--- src/rtl/alu_arbiter_if.sv ---
// Request/response channels of both requesters plus the shared ALU connection.
// The arbiter takes the slave view; requesters and the ALU together form the master view.
interface alu_arbiter_if;
   logic        req0Valid;
   logic        req0Ready;
   logic [5:0]  req0OpCode;
   logic [31:0] req0Operand1;
   logic [31:0] req0Operand2;
   logic        resp0Valid;
   logic        resp0Ready;
   logic [31:0] resp0Result;
   logic        resp0Illegal;
   logic        req1Valid;
   logic        req1Ready;
   logic [5:0]  req1OpCode;
   logic [31:0] req1Operand1;
   logic [31:0] req1Operand2;
   logic        resp1Valid;
   logic        resp1Ready;
   logic [31:0] resp1Result;
   logic        resp1Illegal;
   logic [5:0]  aluOpCode;
   logic [31:0] aluOperand1;
   logic [31:0] aluOperand2;
   logic [31:0] aluResult;

   modport slave (
      input  req0Valid, req0OpCode, req0Operand1, req0Operand2, resp0Ready,
      input  req1Valid, req1OpCode, req1Operand1, req1Operand2, resp1Ready,
      input  aluResult,
      output req0Ready, resp0Valid, resp0Result, resp0Illegal,
      output req1Ready, resp1Valid, resp1Result, resp1Illegal,
      output aluOpCode, aluOperand1, aluOperand2
   );

   modport master (
      output req0Valid, req0OpCode, req0Operand1, req0Operand2, resp0Ready,
      output req1Valid, req1OpCode, req1Operand1, req1Operand2, resp1Ready,
      output aluResult,
      input  req0Ready, resp0Valid, resp0Result, resp0Illegal,
      input  req1Ready, resp1Valid, resp1Result, resp1Illegal,
      input  aluOpCode, aluOperand1, aluOperand2
   );
endinterface

--- src/rtl/alu_arbiter.sv ---
// Two-port arbiter in front of a shared combinational 32-bit ALU: grant, hold the
// ALU inputs for EXEC_CYCLES cycles, capture the result and hold it until accepted.
module alu_arbiter #(
   parameter int unsigned EXEC_CYCLES = 1,
   parameter bit          ROUND_ROBIN = 1'b1
) (
   input  logic         clk,
   input  logic         resetN,
   alu_arbiter_if.slave bus
);
   typedef enum logic [1:0] {IDLE = 2'd0, EXEC = 2'd1, RESP = 2'd2} state_t;

   localparam logic [3:0] CNT_LOAD = 4'(EXEC_CYCLES - 1);

   function automatic logic is_illegal(input logic [5:0] op);
      return (op > 6'd4);
   endfunction

   state_t      state_r, state_next_s;
   logic        ptr_r, gid_r, win_s, grant_s, resp_ack_s, illegal_s;
   logic [3:0]  cnt_r;
   logic [5:0]  op_r;
   logic [31:0] opa_r, opb_r, capture_s;
   logic        valid0_r, valid1_r, ill0_r, ill1_r;
   logic [31:0] result0_r, result1_r;

   assign resp_ack_s = gid_r ? bus.resp1Ready : bus.resp0Ready;
   assign illegal_s  = is_illegal(op_r);
   assign capture_s  = illegal_s ? 32'd0 : bus.aluResult;

   // Winner among the valid requesters; the pointer only matters on a tie
   always_comb begin
      win_s = 1'b0;
      if (bus.req0Valid && bus.req1Valid) begin
         win_s = ROUND_ROBIN ? ptr_r : 1'b0;
      end else if (bus.req1Valid) begin
         win_s = 1'b1;
      end else begin
         win_s = 1'b0;
      end
   end

   // Next-state and grant decode; ready is held low while reset is asserted
   always_comb begin
      state_next_s = state_r;
      grant_s      = 1'b0;
      case (state_r)
         IDLE: begin
            if (resetN && (bus.req0Valid || bus.req1Valid)) begin
               grant_s      = 1'b1;
               state_next_s = EXEC;
            end else begin
               state_next_s = IDLE;
            end
         end
         EXEC: begin
            if (cnt_r == 4'd0) state_next_s = RESP;
            else               state_next_s = EXEC;
         end
         RESP: begin
            if (resp_ack_s) state_next_s = IDLE;
            else            state_next_s = RESP;
         end
         default: state_next_s = IDLE;
      endcase
   end

   // State register
   always_ff @(posedge clk or negedge resetN) begin
      if (!resetN) state_r <= IDLE;
      else         state_r <= state_next_s;
   end

   // Operand latch, settle countdown, result capture and per-port response registers
   always_ff @(posedge clk or negedge resetN) begin
      if (!resetN) begin
         ptr_r     <= 1'b0;
         gid_r     <= 1'b0;
         cnt_r     <= 4'd0;
         op_r      <= 6'd0;
         opa_r     <= 32'd0;
         opb_r     <= 32'd0;
         valid0_r  <= 1'b0;
         valid1_r  <= 1'b0;
         ill0_r    <= 1'b0;
         ill1_r    <= 1'b0;
         result0_r <= 32'd0;
         result1_r <= 32'd0;
      end else begin
         case (state_r)
            IDLE: begin
               if (grant_s) begin
                  gid_r <= win_s;
                  cnt_r <= CNT_LOAD;
                  op_r  <= win_s ? bus.req1OpCode   : bus.req0OpCode;
                  opa_r <= win_s ? bus.req1Operand1 : bus.req0Operand1;
                  opb_r <= win_s ? bus.req1Operand2 : bus.req0Operand2;
                  ptr_r <= ROUND_ROBIN ? ~win_s : 1'b0;
               end
            end
            EXEC: begin
               if (cnt_r == 4'd0) begin
                  // ALU inputs return to ADD 0+0 once the result is taken
                  op_r  <= 6'd0;
                  opa_r <= 32'd0;
                  opb_r <= 32'd0;
                  if (gid_r) begin
                     valid1_r  <= 1'b1;
                     result1_r <= capture_s;
                     ill1_r    <= illegal_s;
                  end else begin
                     valid0_r  <= 1'b1;
                     result0_r <= capture_s;
                     ill0_r    <= illegal_s;
                  end
               end else begin
                  cnt_r <= cnt_r - 4'd1;
               end
            end
            RESP: begin
               if (resp_ack_s) begin
                  valid0_r <= 1'b0;
                  valid1_r <= 1'b0;
               end
            end
            default: cnt_r <= 4'd0;
         endcase
      end
   end

   assign bus.req0Ready    = grant_s & ~win_s;
   assign bus.req1Ready    = grant_s & win_s;
   assign bus.resp0Valid   = valid0_r;
   assign bus.resp1Valid   = valid1_r;
   assign bus.resp0Result  = result0_r;
   assign bus.resp1Result  = result1_r;
   assign bus.resp0Illegal = ill0_r;
   assign bus.resp1Illegal = ill1_r;
   assign bus.aluOpCode    = op_r;
   assign bus.aluOperand1  = opa_r;
   assign bus.aluOperand2  = opb_r;
endmodule

--- src/flat_wrapper.sv ---
// flat-port wrapper written by rule: the top's interface ports become plain ports
module alu_arbiter_flat 
#(
   parameter int unsigned EXEC_CYCLES = 1,
   parameter bit          ROUND_ROBIN = 1'b1
)
  (clk, resetN, bus_req0Valid, bus_req0OpCode, bus_req0Operand1, bus_req0Operand2, bus_resp0Ready, bus_req1Valid, bus_req1OpCode, bus_req1Operand1, bus_req1Operand2, bus_resp1Ready, bus_aluResult, bus_req0Ready, bus_resp0Valid, bus_resp0Result, bus_resp0Illegal, bus_req1Ready, bus_resp1Valid, bus_resp1Result, bus_resp1Illegal, bus_aluOpCode, bus_aluOperand1, bus_aluOperand2);
  alu_arbiter_if bus_i ();
  input  logic clk;
  input  logic resetN;
  input wire logic [$bits(bus_i.req0Valid)-1:0] bus_req0Valid;
  input wire logic [$bits(bus_i.req0OpCode)-1:0] bus_req0OpCode;
  input wire logic [$bits(bus_i.req0Operand1)-1:0] bus_req0Operand1;
  input wire logic [$bits(bus_i.req0Operand2)-1:0] bus_req0Operand2;
  input wire logic [$bits(bus_i.resp0Ready)-1:0] bus_resp0Ready;
  input wire logic [$bits(bus_i.req1Valid)-1:0] bus_req1Valid;
  input wire logic [$bits(bus_i.req1OpCode)-1:0] bus_req1OpCode;
  input wire logic [$bits(bus_i.req1Operand1)-1:0] bus_req1Operand1;
  input wire logic [$bits(bus_i.req1Operand2)-1:0] bus_req1Operand2;
  input wire logic [$bits(bus_i.resp1Ready)-1:0] bus_resp1Ready;
  input wire logic [$bits(bus_i.aluResult)-1:0] bus_aluResult;
  output wire logic [$bits(bus_i.req0Ready)-1:0] bus_req0Ready;
  output wire logic [$bits(bus_i.resp0Valid)-1:0] bus_resp0Valid;
  output wire logic [$bits(bus_i.resp0Result)-1:0] bus_resp0Result;
  output wire logic [$bits(bus_i.resp0Illegal)-1:0] bus_resp0Illegal;
  output wire logic [$bits(bus_i.req1Ready)-1:0] bus_req1Ready;
  output wire logic [$bits(bus_i.resp1Valid)-1:0] bus_resp1Valid;
  output wire logic [$bits(bus_i.resp1Result)-1:0] bus_resp1Result;
  output wire logic [$bits(bus_i.resp1Illegal)-1:0] bus_resp1Illegal;
  output wire logic [$bits(bus_i.aluOpCode)-1:0] bus_aluOpCode;
  output wire logic [$bits(bus_i.aluOperand1)-1:0] bus_aluOperand1;
  output wire logic [$bits(bus_i.aluOperand2)-1:0] bus_aluOperand2;
  assign bus_i.req0Valid = bus_req0Valid;
  assign bus_i.req0OpCode = bus_req0OpCode;
  assign bus_i.req0Operand1 = bus_req0Operand1;
  assign bus_i.req0Operand2 = bus_req0Operand2;
  assign bus_i.resp0Ready = bus_resp0Ready;
  assign bus_i.req1Valid = bus_req1Valid;
  assign bus_i.req1OpCode = bus_req1OpCode;
  assign bus_i.req1Operand1 = bus_req1Operand1;
  assign bus_i.req1Operand2 = bus_req1Operand2;
  assign bus_i.resp1Ready = bus_resp1Ready;
  assign bus_i.aluResult = bus_aluResult;
  assign bus_req0Ready = bus_i.req0Ready;
  assign bus_resp0Valid = bus_i.resp0Valid;
  assign bus_resp0Result = bus_i.resp0Result;
  assign bus_resp0Illegal = bus_i.resp0Illegal;
  assign bus_req1Ready = bus_i.req1Ready;
  assign bus_resp1Valid = bus_i.resp1Valid;
  assign bus_resp1Result = bus_i.resp1Result;
  assign bus_resp1Illegal = bus_i.resp1Illegal;
  assign bus_aluOpCode = bus_i.aluOpCode;
  assign bus_aluOperand1 = bus_i.aluOperand1;
  assign bus_aluOperand2 = bus_i.aluOperand2;
  alu_arbiter #(.EXEC_CYCLES(EXEC_CYCLES), .ROUND_ROBIN(ROUND_ROBIN)) u_core (.clk(clk), .resetN(resetN), .bus(bus_i));
endmodule
--- config.mk ---
export PLATFORM = sky130hd
export DESIGN_NAME = alu_arbiter_flat
export DESIGN_NICKNAME = d
export VERILOG_FILES = /design/src/rtl/alu_arbiter_if.sv /design/src/rtl/alu_arbiter.sv /design/src/flat_wrapper.sv
export SDC_FILE = /design/constraint.sdc
export NUM_CORES = 1
export LEC_CHECK = 0
export BUFFER_PORTS_ARGS = -buffer_cell sky130_fd_sc_hd__buf_2
export CAP_MARGIN = 20
export CORE_ASPECT_RATIO = 0.6
export CORE_MARGIN = 5
export CORE_UTILIZATION = 45
export CTS_CLUSTER_DIAMETER = 200
export DETAILED_ROUTE_END_ITERATION = 10
export PLACE_DENSITY = 0.79
export SLEW_MARGIN = 20
export SYNTH_ARGS = -nofsm -noshare
export SYNTH_HDL_FRONTEND = slang
export SYNTH_SLANG_ARGS = --single-unit
--- constraint.sdc ---
create_clock -name clk -period 2.3 [get_ports clk]
set_input_delay 0.46 -clock clk [delete_from_list [all_inputs] [get_ports clk]]
set_output_delay 0.46 -clock clk [all_outputs]
set_load 0.02 [all_outputs]
==> impl_metrics.ini, run 1 <==
[clocking]
cts_buffers = 17
ctsHoldBuffers = 0
cts.sinks = 146
clk_path_buf_depth = 2
ctsResizeCount = 0
cts_setup_buffers = 0
cts_tree = done
clockRootBuffer = clkbuf_16
path_clk_slew_ns = 0.07
htreeDepth = 4
clock_latency_ns = 0.41

[drt]
drt-initial-drc-count = 306
wl_per_cell_um = 16.4
firstDrtPassIters = 5
routed_wl_um = 17700
ant_nets = 0
vias_per_cell = 4.97
vias = 5366
drcViolationCount = 0

[critical_path]
crit_slowest_cell = dfrtp_1
critPathRequiredTime_ns = 1.84
setup.worst_path.start_class = flop
crit_chain = nor2_1 > o211ai_1 > nor2_1 > buf_2
crit_fanout = 6
worst_path_largest_cell_delay_ns = 0.43
path_common_cell = nor2_1
worstPathArrival_ns = 1.70
cp-end-kind = output pin
worst-setup-path-type = reg2out

[timing]
rsz0062_at_grt = false
slew_viol_final = 0
worst_pin_slew_ns = 0.750
min_period_ns = 2.16
setup_viol = 0
fmax_mhz = 463
final_hold_viol_count = 0
slew_headroom = 0.500
skew_ns = 0.00957
fin_crit_sh = 0.940
finalSetupTns_ns = 0
worst_slack_ns = 0.138

[die]
rows = 33
die_h_um = 103
coreArea_mm2 = 0.0138
start_util = 0.465
die_area_mm2 = 0.0169
io_pins = 318
die_w_um = 164

[global_routing]
grt_max_degree = 147
grt_pass1_wl_um = 27400
grt_pass1_vias = 5388
globalRouteOverflowTotal = 0
antenna_found_initial = 0
grt_usage = 0.205

[logic_synthesis]
synthCells = 571
synthesis.nets = 751
yosysWarningCount = 0
syn_area_mm2 = 0.00643
ys_seq_area_frac = 0.568
syn_avg_cell_area_um2 = 11.3
ys_types = 27
ys_seq_elements = 146

[power]
power.leakage_uw = 0.00464
powerDensity_mw_per_mm2 = 1380
vdd_drop_max_uv = 787

[placed_design]
port_buffers = 317
place_congestion = 0.789
place_hpwl_um = 12900
dp_slack_ns = 0.280

[finish]
final_util = 0.635
nets = 1054
antennaDiodeCount = 0
final_layout_size_suffix_gt1_frac = 0.418
layout_commonest_cell = buf_2
syn_to_final_growth_pct = 36.6
final_cell_mix = buf_2, dfrtp_1, mux2i_1, o2bb2ai_1, inv_1

[min_path]
min_path_type = in2async

[outcome]
status = finished clean

[flow_run]
maxCapViolCount = 0
[layout make-up]
class                   instances  area [µm²]
clock buffers                  18         439
multi-input cells             310        2260
fillers                      1156        5050
repair buffers                330        1790
flip-flops and latches        146        3650
inverters                      69         259
well taps                     192         240
clock inverters                14         141
[metrics by stage]
stage                     cell area (µm²)  hold slack, ns  instances  total power [µW]
after floorplan                      6430           0.164        571              7580
after global placement               8210           0.456       1047              9420
after detailed placement             8210           0.468       1047              9540
after CTS                            8790           0.226       1079             12300
after global routing                 8790           0.242       1079             12900
final                                8790           0.184       1079             12200
[path summary, 6_finish.rpt]
check | from | depth (start not counted) | to | slack (ns)
hold / removal | resetN | 2 | u_core.ptr_r | 0.18
setup / recovery | u_core.state_r[0] | 4 | bus_req1Ready | 0.14
hold reg to reg | u_core.bus.aluOperand1[4] | 1 | u_core.bus.aluOperand1[4] | 0.48
max in group asynchronous | resetN | 2 | u_core.bus.aluOperand1[31] | 1.59
min in group clk | bus_aluResult[22] | 3 | u_core.bus.resp1Result[22] | 0.29
setup reg to reg | u_core.cnt_r[0] | 7 | u_core.bus.resp1Result[29] | 0.27
[layer usage]
layer	part of all wire	GRT usage	up-vias
li1	-	-	2620
met1	0.43	0.274	2531
met2	0.48	0.334	200
met3	0.076	0.0591	15
met4	0.013	0.0535	0
met5	0	0	-
[critical path: cells and delay by family, from the launching register on]
kind                   cells  cell delay (ns)
flip-flops                 1             0.43
buffers and inverters      1             0.22
AND/OR/NAND/NOR            2             0.40
AO/OA/AOI/OAI              1             0.24
[registers in the layout (all words and copies together), names as in the netlist]
name,cells
u_core.bus.aluOperand1,32
u_core.bus.aluOperand2,32
u_core.bus.resp0Result,32
u_core.bus.resp1Result,32
u_core.bus.aluOpCode,6
u_core.cnt_r,4
u_core.state_r,2
u_core.bus.resp0Illegal,1
u_core.bus.resp0Valid,1
u_core.bus.resp1Illegal,1
u_core.bus.resp1Valid,1
u_core.gid_r,1
u_core.ptr_r,1
[synthesized netlist by cell type (all sizes together)]
cell type / n / area share
or3: 1 / 0.00097
o21ai: 69 / 0.054
buf: 37 / 0.038
mux2i: 70 / 0.11
o22ai: 3 / 0.0029
nor2: 4 / 0.0023
inv: 69 / 0.040
nand2: 4 / 0.0023
dfrtp: 146 / 0.57
clkbuf: 9 / 0.0053
o2bb2ai: 70 / 0.095
ha: 2 / 0.0039
a21o: 3 / 0.0035
o211ai: 1 / 0.0012
nor3: 3 / 0.0058
o21a: 1 / 0.0012
or3b: 1 / 0.0014
nand2b: 4 / 0.0039
a21oi: 4 / 0.0043
nand3: 66 / 0.051
nor2b: 1 / 0.00097
nor4b: 1 / 0.0014
mux2: 2 / 0.0035
[cells by family after synthesis]
logic type      synth area share
flops                      0.568
mux                        0.112
buf+inv                   0.0831
simple gates              0.0704
fa+ha+maj                0.00389
compound gates             0.162
[where the power goes]
group	switching [µW]	total, µW	leakage [µW]	internal (µW)
Sequential	627	4300	0.00190	3670
Combinational	3340	5170	0.00246	1830
Clock	1150	2700	0.000279	1550
Total	5110	12200	0.00464	7050
Note: power is estimated with default switching activity, not from simulation.
==> inputs of run 2 (changes only) <==
--- a/config.mk
+++ b/config.mk
@@ -8,12 +8,12 @@
 export BUFFER_PORTS_ARGS = -buffer_cell sky130_fd_sc_hd__buf_2
 export CAP_MARGIN = 20
 export CORE_ASPECT_RATIO = 0.6
-export CORE_MARGIN = 5
-export CORE_UTILIZATION = 45
+export CORE_UTILIZATION = 46
 export CTS_CLUSTER_DIAMETER = 200
 export DETAILED_ROUTE_END_ITERATION = 10
-export PLACE_DENSITY = 0.79
+export PLACE_DENSITY = 0.8
 export SLEW_MARGIN = 20
 export SYNTH_ARGS = -nofsm -noshare
 export SYNTH_HDL_FRONTEND = slang
 export SYNTH_SLANG_ARGS = --single-unit
+export TNS_END_PERCENT = 100
==> impl_metrics.ini, run 2 (synthesis gave the netlist of run 1 again) <==
[critical_path]
reg2reg_slack_ns = 0.26
timing.rr.end = u_core.bus.resp0Result[18]
worst_path_largest_cell_delay_ns = 0.43
crit_chain = nor2_1 > o211ai_1 > nor2_2 > buf_2
critPathRequiredTime_ns = 1.84
worstPathArrival_ns = 1.68
path_buf_inv = 1
worst-setup-path-type = reg2out
r2r_cells = 7
crit_family = flip-flops
cp-end-kind = output pin
r2r-start = u_core.cnt_r[0]
crit_fanout = 6
crit_slowest_cell = dfrtp_1
setup.worst_path.start_class = flop

[timing]
final_hold_viol_count = 0
fmax_mhz = 467
setup_viol = 0
slew_viol_final = 0
min_period_ns = 2.14
slew_headroom = 0.503
skew_ns = 0.0174
finalSetupTns_ns = 0
worst_pin_slew_ns = 0.746
rsz0062_at_grt = false
fin_crit_sh = 0.931

[placed_design]
place_hpwl_um = 11500
place_congestion = 0.813
post-place-cells = 1043
port_buffers = 317

[finish]
syn_to_final_growth_pct = 35.6
final_cells = 1075
final_util = 0.638
antennaDiodeCount = 0
nets = 1050
final_cell_mix = buf_2, dfrtp_1, mux2i_1, o2bb2ai_1, inv_1
layout_commonest_cell = buf_2
fillers = 1140
final_layout_size_suffix_gt1_frac = 0.417

[die]
start_util = 0.471
die_w_um = 155
io_pins = 318
die_area_mm2 = 0.0145
rows = 33
coreArea_mm2 = 0.0137
die_h_um = 93.6

[clocking]
cts_tree = done
htreeDepth = 4
ctsHoldBuffers = 0
path_clk_slew_ns = 0.06
cts.sinks = 146
clockRootBuffer = clkbuf_16
clk_path_buf_depth = 2
cts_buffers = 17
clock_latency_ns = 0.41

[flow_run]
maxCapViolCount = 0

[drt]
drt-initial-drc-count = 213
routed_wl_um = 16100
firstDrtPassIters = 4
drcViolationCount = 0
wl_per_cell_um = 15.0
vias_per_cell = 4.96
vias = 5330
ant_nets = 0

[power]
power.total_uw = 12000
vdd_drop_max_uv = 577
powerDensity_mw_per_mm2 = 1370
power.leakage_uw = 0.00461

[global_routing]
grt_pass1_vias = 4953
globalRouteOverflowTotal = 0
grt_pass1_wl_um = 25200
grt_max_degree = 147
antenna_found_initial = 0
grt_usage = 0.223

[outcome]
status = finished clean

[min_path]
min_path_type = in2async
run 2: area by class of cell:
class | count | area [µm²] | share of cell area
flip-flops and latches | 146 | 3650 | 0.419
multi-input cells | 310 | 2260 | 0.260
repair buffers | 326 | 1750 | 0.200
clock buffers | 18 | 439 | 0.0503
inverters | 69 | 259 | 0.0297
well taps | 192 | 240 | 0.0275
clock inverters | 14 | 119 | 0.0136
run 2: worst max path at each step:
stage | endpoint | slack, ns | start | cells past startpoint
final | bus_req1Ready | 0.16 | u_core.state_r[0] | 4
after global routing | bus_req1Ready | 0.04 | u_core.state_r[0] | 4
after CTS | bus_req1Ready | 0.08 | u_core.state_r[0] | 4
after detailed placement | u_core.bus.resp0Result[8] | 0.25 | u_core.cnt_r[0] | 7
after global placement | u_core.bus.resp1Result[30] | 0.37 | u_core.cnt_r[0] | 7
after floorplan | bus_req0Ready | 0.44 | bus_req0Valid | 5
run 2: routing by layer:
metal	vias to the layer above	routed length [µm]	share of wire	track usage
met3	13	809	0.050	0.0380
li1	2630	-	-	-
met4	0	148	0.0092	0.0644
met1	2513	7380	0.46	0.303
met2	174	7770	0.48	0.371
met5	-	0	0	0
run 2: metrics by stage:
step	area, µm²	worst slack, ns	hold slack [ns]
after CTS	8720	0.0757	0.229
final	8720	0.158	0.199
after global routing	8720	0.0434	0.264
after global placement	8160	0.365	0.457
after floorplan	6430	0.442	0.164
after detailed placement	8160	0.252	0.460
run 2: repair_timing:
action / 4_1_cts / 5_1_grt
resized for setup: 0 / 1
setup buffers: 0 / 0
setup endpoints to repair: 0 / 1
run 2: report_power, final:
part | switching (µW) | total [µW] | internal (µW)
registers | 623 | 4290 | 3670
clock network | 1140 | 2580 | 1440
logic | 3290 | 5100 | 1810
run 2: worst reg2reg max path, stage by stage, from the launching register on:
cell	delay (ns)
dfrtp_1	0.40
inv_1	0.09
ha_1	0.16
or3b_1	0.52
nor3_4	0.26
buf_12	0.29
nand3_1	0.15
o21ai_1	0.10
==> inputs of run 3 (changes only) <==
--- a/config.mk
+++ b/config.mk
@@ -9,6 +9,7 @@
 export CAP_MARGIN = 20
 export CORE_ASPECT_RATIO = 0.6
 export CORE_UTILIZATION = 46
+export CTS_BUF_LIST = sky130_fd_sc_hd__clkbuf_16
 export CTS_CLUSTER_DIAMETER = 200
 export DETAILED_ROUTE_END_ITERATION = 10
 export PLACE_DENSITY = 0.8
==> impl_metrics.ini, run 3 (synthesis gave the netlist of run 1 again) <==
[timing]
slew_viol_final = 0
final_hold_viol_count = 0
fmax_mhz = 467
min_period_ns = 2.14
hold-worst-slack_ns = 0.201
fin_crit_sh = 0.931
worst_pin_slew_ns = 0.743
setup_viol = 0
rsz0062_at_grt = false
slew_headroom = 0.504
finalSetupTns_ns = 0
skew_ns = 0.0173

[flow_run]
maxCapViolCount = 0

[finish]
final_layout_size_suffix_gt1_frac = 0.416
syn_to_final_growth_pct = 35.5
antennaDiodeCount = 0
final_util = 0.638
layout_commonest_cell = buf_2
final_cell_mix = buf_2, dfrtp_1, mux2i_1, o2bb2ai_1, inv_1
nets = 1050
fillers = 1143

[clocking]
clock_latency_ns = 0.41
htreeDepth = 4
clockRootBuffer = clkbuf_16
cts_buffers = 17
path_clk_slew_ns = 0.06
cts.sinks = 146
clk_path_buf_depth = 2
cts_tree = done
cts_setup_buffers = 0

[critical_path]
critPathRequiredTime_ns = 1.84
worst-setup-path-type = reg2out
setup.worst_path.start_class = flop
reg2reg_slack_ns = 0.28
crit_fanout = 6
worstPathArrival_ns = 1.68
cp-end-kind = output pin

[power]
p_seq_frac = 0.360
p_int_uw = 6890
powerDensity_mw_per_mm2 = 1370
power.total_uw = 11900
power_switching_uw = 5050
clockPowerShare = 0.213
vdd_drop_max_uv = 585
power.leakage_uw = 0.00460
combPwrFrac = 0.427
p_sw_frac = 0.423

[drt]
ant_nets = 0
wl_per_cell_um = 15.0
firstDrtPassIters = 4
routed_wl_um = 16100
drcViolationCount = 0
vias_per_cell = 4.98
drt-initial-drc-count = 223
vias = 5349

[placed_design]
place_congestion = 0.813
port_buffers = 317
place_hpwl_um = 11500

[die]
rows = 33
coreArea_mm2 = 0.0137
die_area_mm2 = 0.0145
io_pins = 318
die_h_um = 93.6
start_util = 0.471
die_w_um = 155

[global_routing]
grt_pass1_vias = 4953
grt_max_degree = 147
globalRouteOverflowTotal = 0
grt_usage = 0.223
antenna_found_initial = 0
grt_pass1_wl_um = 25300

[min_path]
min_path_type = in2async

[outcome]
status = finished clean
==> run 3: cell count changes in the layout (fill, tap and decap cells not counted) <==
cell	before	now
clkbuf_8	1	0
clkinv_1	0	1
==> run 3: critical path, stage by stage (launching register included) <==
cell,delay [ns]
dfrtp_1,0.43
nor2_1,0.15
o211ai_1,0.26
nor2_2,0.24
buf_2,0.20
==> run 3: worst paths after layout <==
kind	depth (start not counted)	end	startpoint
min in group clk	3	u_core.bus.resp0Result[3]	bus_aluResult[3]
max in group asynchronous	2	u_core.bus.resp0Result[27]	resetN
hold / removal	2	u_core.bus.aluOperand2[9]	resetN
hold reg to reg	1	u_core.bus.resp1Valid	u_core.bus.resp1Valid
setup reg to reg	7	u_core.bus.resp0Result[18]	u_core.cnt_r[0]
setup / recovery	4	bus_req1Ready	u_core.state_r[0]
==> run 3: layout make-up <==
cell class	count	area [µm²]	share of cell area
Multi-Input combinational cell	310	2260	0.260
Tap cell	192	240	0.0276
Sequential cell	146	3650	0.419
Clock inverter	15	123	0.0141
Clock buffer	17	425	0.0488
Timing Repair Buffer	326	1750	0.201
Inverter	69	259	0.0297
==> run 3: power by group through the flow <==
stage	logic, µW	registers (µW)	clock network [µW]
after floorplan	1970	5610	0
after global placement	5050	4290	0
after detailed placement	5150	4300	0
after CTS	5140	4290	2610
after global routing	5480	4430	2740
final	5100	4290	2550
==> run 3: timing repair <==
| item | in CTS | in global routing |
|---|---|---|
| setup endpoints to repair | 0 | 1 |
| resized for setup | 0 | 1 |
| hold buffers | 0 | 0 |
| endpoints found under the hold margin | 0 | 0 |
==> run 3: per-stage QoR <==
stage	std cells	area, µm²	worst slack (ns)
global placement	1043	8160	0.365
detailed placement	1043	8160	0.252
floorplan	571	6430	0.442
finish	1075	8710	0.158
CTS	1075	8710	0.0757
global route	1075	8710	0.0434
==> run 3: routing by layer <==
| metal | global-route usage | vias to the layer above | wire length (µm) |
|---|---|---|---|
| li1 | - | 2629 | - |
| met1 | 0.303 | 2539 | 7450 |
| met2 | 0.371 | 167 | 7810 |
| met3 | 0.0380 | 14 | 693 |
| met4 | 0.0644 | 0 | 170 |
| met5 | 0 | - | 0 |
